`src/rtl/free_list_pkg.sv`:
```
// Shared rename-stage types: physical register counts and the free-list entry type.
package rv32i_types;

   localparam int PREG_COUNT = 64;
   localparam int ARCH_COUNT = 32;
   localparam int PHYS_W     = $clog2(PREG_COUNT);
   localparam int FL_W       = 8;
   localparam int FL_DEPTH   = PREG_COUNT - ARCH_COUNT;
   localparam int FL_CNT_W   = $clog2(FL_DEPTH + 1);

   // One free-list slot; upper bits above PHYS_W must be zero for a legal entry.
   typedef logic [FL_W-1:0] free_list_t;

endpackage

```
`src/rtl/free_list_if.sv`:
```
// Rename/commit <-> free list handshake bundle.
interface free_list_if;
   import rv32i_types::*;

   logic                deq_en;
   free_list_t          deq_reg;
   logic                deq_valid;
   logic                enq_en;
   free_list_t          enq_reg;
   logic                full;
   logic [FL_CNT_W-1:0] count;
   logic                overflow_err;

   // Rename/commit side.
   modport master (
      output deq_en, enq_en, enq_reg,
      input  deq_reg, deq_valid, full, count, overflow_err
   );

   // Free list itself.
   modport slave (
      input  deq_en, enq_en, enq_reg,
      output deq_reg, deq_valid, full, count, overflow_err
   );

endinterface

```
`src/rtl/free_list.sv`:
```
// Physical register free list: circular FIFO of free preg indices, show-ahead head.
module free_list #(
   parameter int PREG_COUNT = rv32i_types::PREG_COUNT,
   parameter int ARCH_COUNT = rv32i_types::ARCH_COUNT
) (
   input  logic        clk,
   input  logic        rst,
   free_list_if.slave  fl
);
   import rv32i_types::*;

   localparam int DEPTH = PREG_COUNT - ARCH_COUNT;
   localparam int PTR_W = $clog2(DEPTH);
   localparam int CNT_W = $clog2(DEPTH + 1);
   localparam int IDX_W = $clog2(PREG_COUNT);

   free_list_t       mem [DEPTH];
   logic [PTR_W-1:0] head;
   logic [PTR_W-1:0] tail;
   logic [CNT_W-1:0] count;
   logic             overflow_err;

   logic             deq_ok;
   logic             enq_ok;
   logic             enq_legal;
   logic             enq_err;

   // Pointer advance with explicit wrap so non-power-of-two depths also work.
   function automatic logic [PTR_W-1:0] ptr_inc(input logic [PTR_W-1:0] p);
      return (p == PTR_W'(DEPTH - 1)) ? '0 : p + 1'b1;
   endfunction

   // Accept/reject decisions; a full list still takes an enqueue when the head leaves.
   always_comb begin
      deq_ok    = fl.deq_en && (count != '0);
      enq_legal = (fl.enq_reg[IDX_W-1:0] != '0) && (fl.enq_reg[FL_W-1:IDX_W] == '0);
      enq_ok    = fl.enq_en && enq_legal && ((count != CNT_W'(DEPTH)) || deq_ok);
      enq_err   = fl.enq_en && (fl.enq_reg != '0) && !enq_ok;
   end

   // Storage: reset refills with the preg indices not held by the architectural map.
   always_ff @(posedge clk or posedge rst) begin
      if (rst) begin
         for (int i = 0; i < DEPTH; i++)
            mem[i] <= free_list_t'(ARCH_COUNT + i);
      end else if (enq_ok) begin
         mem[tail] <= fl.enq_reg;
      end
   end

   // Pointers, occupancy and the sticky illegal-enqueue flag.
   always_ff @(posedge clk or posedge rst) begin
      if (rst) begin
         head         <= '0;
         tail         <= '0;
         count        <= CNT_W'(DEPTH);
         overflow_err <= 1'b0;
      end else begin
         if (deq_ok) head <= ptr_inc(head);
         if (enq_ok) tail <= ptr_inc(tail);
         case ({enq_ok, deq_ok})
            2'b10:   count <= count + 1'b1;
            2'b01:   count <= count - 1'b1;
            default: count <= count;
         endcase
         if (enq_err) overflow_err <= 1'b1;
      end
   end

   assign fl.deq_reg      = mem[head];
   assign fl.deq_valid    = (count != '0);
   assign fl.full         = (count == CNT_W'(DEPTH));
   assign fl.count        = count;
   assign fl.overflow_err = overflow_err;

endmodule
```
`src/flat_wrapper.sv`:
```
// flat-port wrapper written by rule: the top's interface ports become plain ports
module free_list_flat import rv32i_types::*;
#(
   parameter int PREG_COUNT = rv32i_types::PREG_COUNT,
   parameter int ARCH_COUNT = rv32i_types::ARCH_COUNT
)
  (clk, rst, fl_deq_en, fl_enq_en, fl_enq_reg, fl_deq_reg, fl_deq_valid, fl_full, fl_count, fl_overflow_err);
  free_list_if fl_i ();
  input  logic clk;
  input  logic rst;
  input wire logic [$bits(fl_i.deq_en)-1:0] fl_deq_en;
  input wire logic [$bits(fl_i.enq_en)-1:0] fl_enq_en;
  input wire logic [$bits(fl_i.enq_reg)-1:0] fl_enq_reg;
  output wire logic [$bits(fl_i.deq_reg)-1:0] fl_deq_reg;
  output wire logic [$bits(fl_i.deq_valid)-1:0] fl_deq_valid;
  output wire logic [$bits(fl_i.full)-1:0] fl_full;
  output wire logic [$bits(fl_i.count)-1:0] fl_count;
  output wire logic [$bits(fl_i.overflow_err)-1:0] fl_overflow_err;
  assign fl_i.deq_en = fl_deq_en;
  assign fl_i.enq_en = fl_enq_en;
  assign fl_i.enq_reg = fl_enq_reg;
  assign fl_deq_reg = fl_i.deq_reg;
  assign fl_deq_valid = fl_i.deq_valid;
  assign fl_full = fl_i.full;
  assign fl_count = fl_i.count;
  assign fl_overflow_err = fl_i.overflow_err;
  free_list #(.PREG_COUNT(PREG_COUNT), .ARCH_COUNT(ARCH_COUNT)) u_core (.clk(clk), .rst(rst), .fl(fl_i));
endmodule
```
`config.mk`:
```
export PLATFORM = sky130hd
export DESIGN_NAME = free_list_flat
export DESIGN_NICKNAME = d
export VERILOG_FILES = /design/src/rtl/free_list_pkg.sv /design/src/rtl/free_list_if.sv /design/src/rtl/free_list.sv /design/src/flat_wrapper.sv
export SDC_FILE = /design/constraint.sdc
export NUM_CORES = 1
export LEC_CHECK = 0
export ABC_AREA = 1
export BUFFER_PORTS_ARGS = -buffer_cell sky130_fd_sc_hd__buf_2
export CAP_MARGIN = 20
export CORE_ASPECT_RATIO = 0.6
export CORE_MARGIN = 2
export CORE_UTILIZATION = 25
export CTS_BUF_LIST = sky130_fd_sc_hd__clkbuf_8
export DETAILED_ROUTE_END_ITERATION = 8
export GPL_TIMING_DRIVEN = 0
export PLACE_DENSITY = 0.44
export REMOVE_ABC_BUFFERS = 1
export SLEW_MARGIN = 20
export SYNTH_ARGS = -nofsm -noshare
export SYNTH_HDL_FRONTEND = slang
export SYNTH_SLANG_ARGS = --single-unit
```
`constraint.sdc`:
```
create_clock -name clk -period 11.5 [get_ports clk]
set_clock_uncertainty 0.15 [all_clocks]
set_input_delay 1.15 -clock clk [delete_from_list [all_inputs] [get_ports clk]]
set_output_delay 1.15 -clock clk [all_outputs]
set_load 0.03 [all_outputs]
```
==> results.ini <==
[clock_tree]
cts_made_buffers=44
cts_hold_buf=0
worstSkewPairLatency_ns=0.61
htree_levels=2
clock_path_buffers=3
clkTransAtPathRegs_ns=0.07
cts-root-buf=clkbuf_8
cts_num_sinks=273
tritoncts=done
cts_setup_buffers=0
cts_resized=0

[final_layout]
fillers=5921
instances_no_fill=2559
num_antenna_cells=0
fin_nets=1835
drive_above_1_share=0.152
area_delta_synth_final_pct=12.2

[place]
dp.cells=2478
dp_slack_ns=7.35
numPortBuffers=28
hpwl_um=26100
place_congestion=0.751

[drt]
ant_nets=0
viasPerCell=4.59
drc=0
dr.pass1.iters=7
drtIter0Drc=922
wl_per_cell_um=16.9
drt_wl_total_um=43200
num_vias=11800

[power_and_ir_drop]
power.leakage_nw=7.83
vdd_ir_drop_max_mv=0.140
power.density_nw_per_um2=233

[sta]
setup_ws_ns=6.89
max_freq_mhz=217
setup_viol=0
fin_crit_ns=4.61
rsz0062_at_grt=false
max_slew.worst_pin.slew_ns=1.06
hold_violations=0
drv_slew=0
fin_setup_tns_ns=0
post-route-period-util=0.401
whs_ns=0.311
slew_headroom=0.290

[global_route]
grt_pass1_wl_um=68200
grt_max_degree=121
grt_usage=0.154
overflow=0
grt_pass1_vias=11300
antenna_found_initial=0

[die]
core_area_um2=54300
die_y_um=186
io_pins=29
die_w_um=307
die_area_um2=57100
initial_core_util=0.254
fp-row-count=66

[setup_path]
crit_type=reg -> out
start_kind=flip-flop
cp_data_arrival_time_ns=3.31
crit_fanout=84
crit_required_ns=10.20
end_kind=primary output

[job]
maxCapViolCount=0

[synth]
syn_inst=1830
yosysSeqAreaShare=0.505
synth.avg_cell_area_um2=7.54
synth-seq-cells=273
syn_area_um2=13800
synth.distinct_cells=30
synth_warnings=0

[status]
status=finished clean

[worst_hold_path]
worstHoldPathType=reg -> reg

layout make-up:
type	instances	area [µm²]	share of cell area
sequential	273	6980	0.451
clock inverter	27	110	0.00712
clock buffer	54	743	0.0480
tap	714	893	0.0577
timing repair buffer	38	408	0.0264
inverter	93	379	0.0245
multi-input combinational	1360	5960	0.385
worst paths after layout:
path,cells past startpoint,slack [ns],endpoint,start
max in group asynchronous,4,9.61,u_core.mem[93],rst
worst max-delay path,12,6.89,fl_deq_reg[5],u_core.head[0]
worst min-delay path,2,0.31,u_core.mem[41],u_core.mem[41]
worst max register to register,10,8.66,u_core.mem[220],u_core.fl.count[5]
worst min register to register,2,0.31,u_core.mem[41],u_core.mem[41]
min in group asynchronous,2,0.44,u_core.mem[177],rst
cell usage after synthesis (all sizes together):
master	count	area, µm²
clkbuf	31	120
clkinv	3	11.3
ha	12	150
inv	90	340
buf	73	394
dfrtp	160	4000
o22a	1	8.76
a21oi	6	30.0
nand3	406	2030
nand2	873	3440
nand4	2	12.5
fa	1	20.0
xor2	2	17.5
o21ai	12	60.1
nor3	1	5.00
dfstp	113	2970
xnor2	2	17.5
nor2	42	168
power breakdown:
part | switching, mW | leakage, nW | internal (mW)
sequential | 0.187 | 3.34 | 1.23
combinational | 0.949 | 3.97 | 0.390
clock | 0.420 | 0.520 | 0.423
total | 1.56 | 7.83 | 2.05
registers in the layout (all words and copies together) (netlist names):
name                    cells
u_core.fl.count             6
u_core.mem                256
u_core.head                 5
u_core.tail                 5
u_core.fl.overflow_err      1
per-stage QoR:
step | cell area [µm²] | utilization | total power [mW]
CTS | 15500 | 0.285 | 3.65
detailed placement | 14600 | 0.269 | 2.78
global placement | 14300 | 0.263 | 2.71
finish | 15500 | 0.285 | 3.60
floorplan | 13300 | - | 2.20
global route | 15500 | 0.285 | 3.88
cell families (layout without fill, tap and decap cells):
family | after synthesis | after routing | share of synthesized area
DFF | 273 | 273 | 0.505
and+or+nand+nor | 1324 | 1324 | 0.410
xor gates and xnor gates | 4 | 4 | 0.00254
AOI/OAI and AO/OA | 19 | 19 | 0.00716
adders and majority gates | 13 | 13 | 0.0123
buffers and inverters | 197 | 212 | 0.0628
cell usage in the layout (no fill, tap or decap), drive strengths merged:
master,n
buf,38
nand2,873
xnor2,2
clkbuf,54
clkinv,4
dfrtp,160
nor2,42
nand3,406
clkinvlp,2
ha,12
dfstp,113
nor3,1
a21oi,6
xor2,2
o21ai,12
inv,114
nand4,2
o22a,1
fa,1
worst max-delay path, stage by stage, from the launching register on:
cell and delay (ns):
dfrtp_4 0.66, buf_16 0.28, inv_8 0.27, buf_16 0.36
nand2_1 0.09, nand3_1 0.11, nand3_1 0.14, nand2_1 0.16
nand2_1 0.06, nand2_1 0.10, nand2_1 0.06, nand2_1 0.11
buf_2 0.21
layer usage:
layer	GRT usage	part of all wire
met2	0.211	0.39
met1	0.243	0.54
met3	0.0335	0.057
met4	0.0281	0.012
met5	0	0
Note: power is estimated with default switching activity, not from simulation.
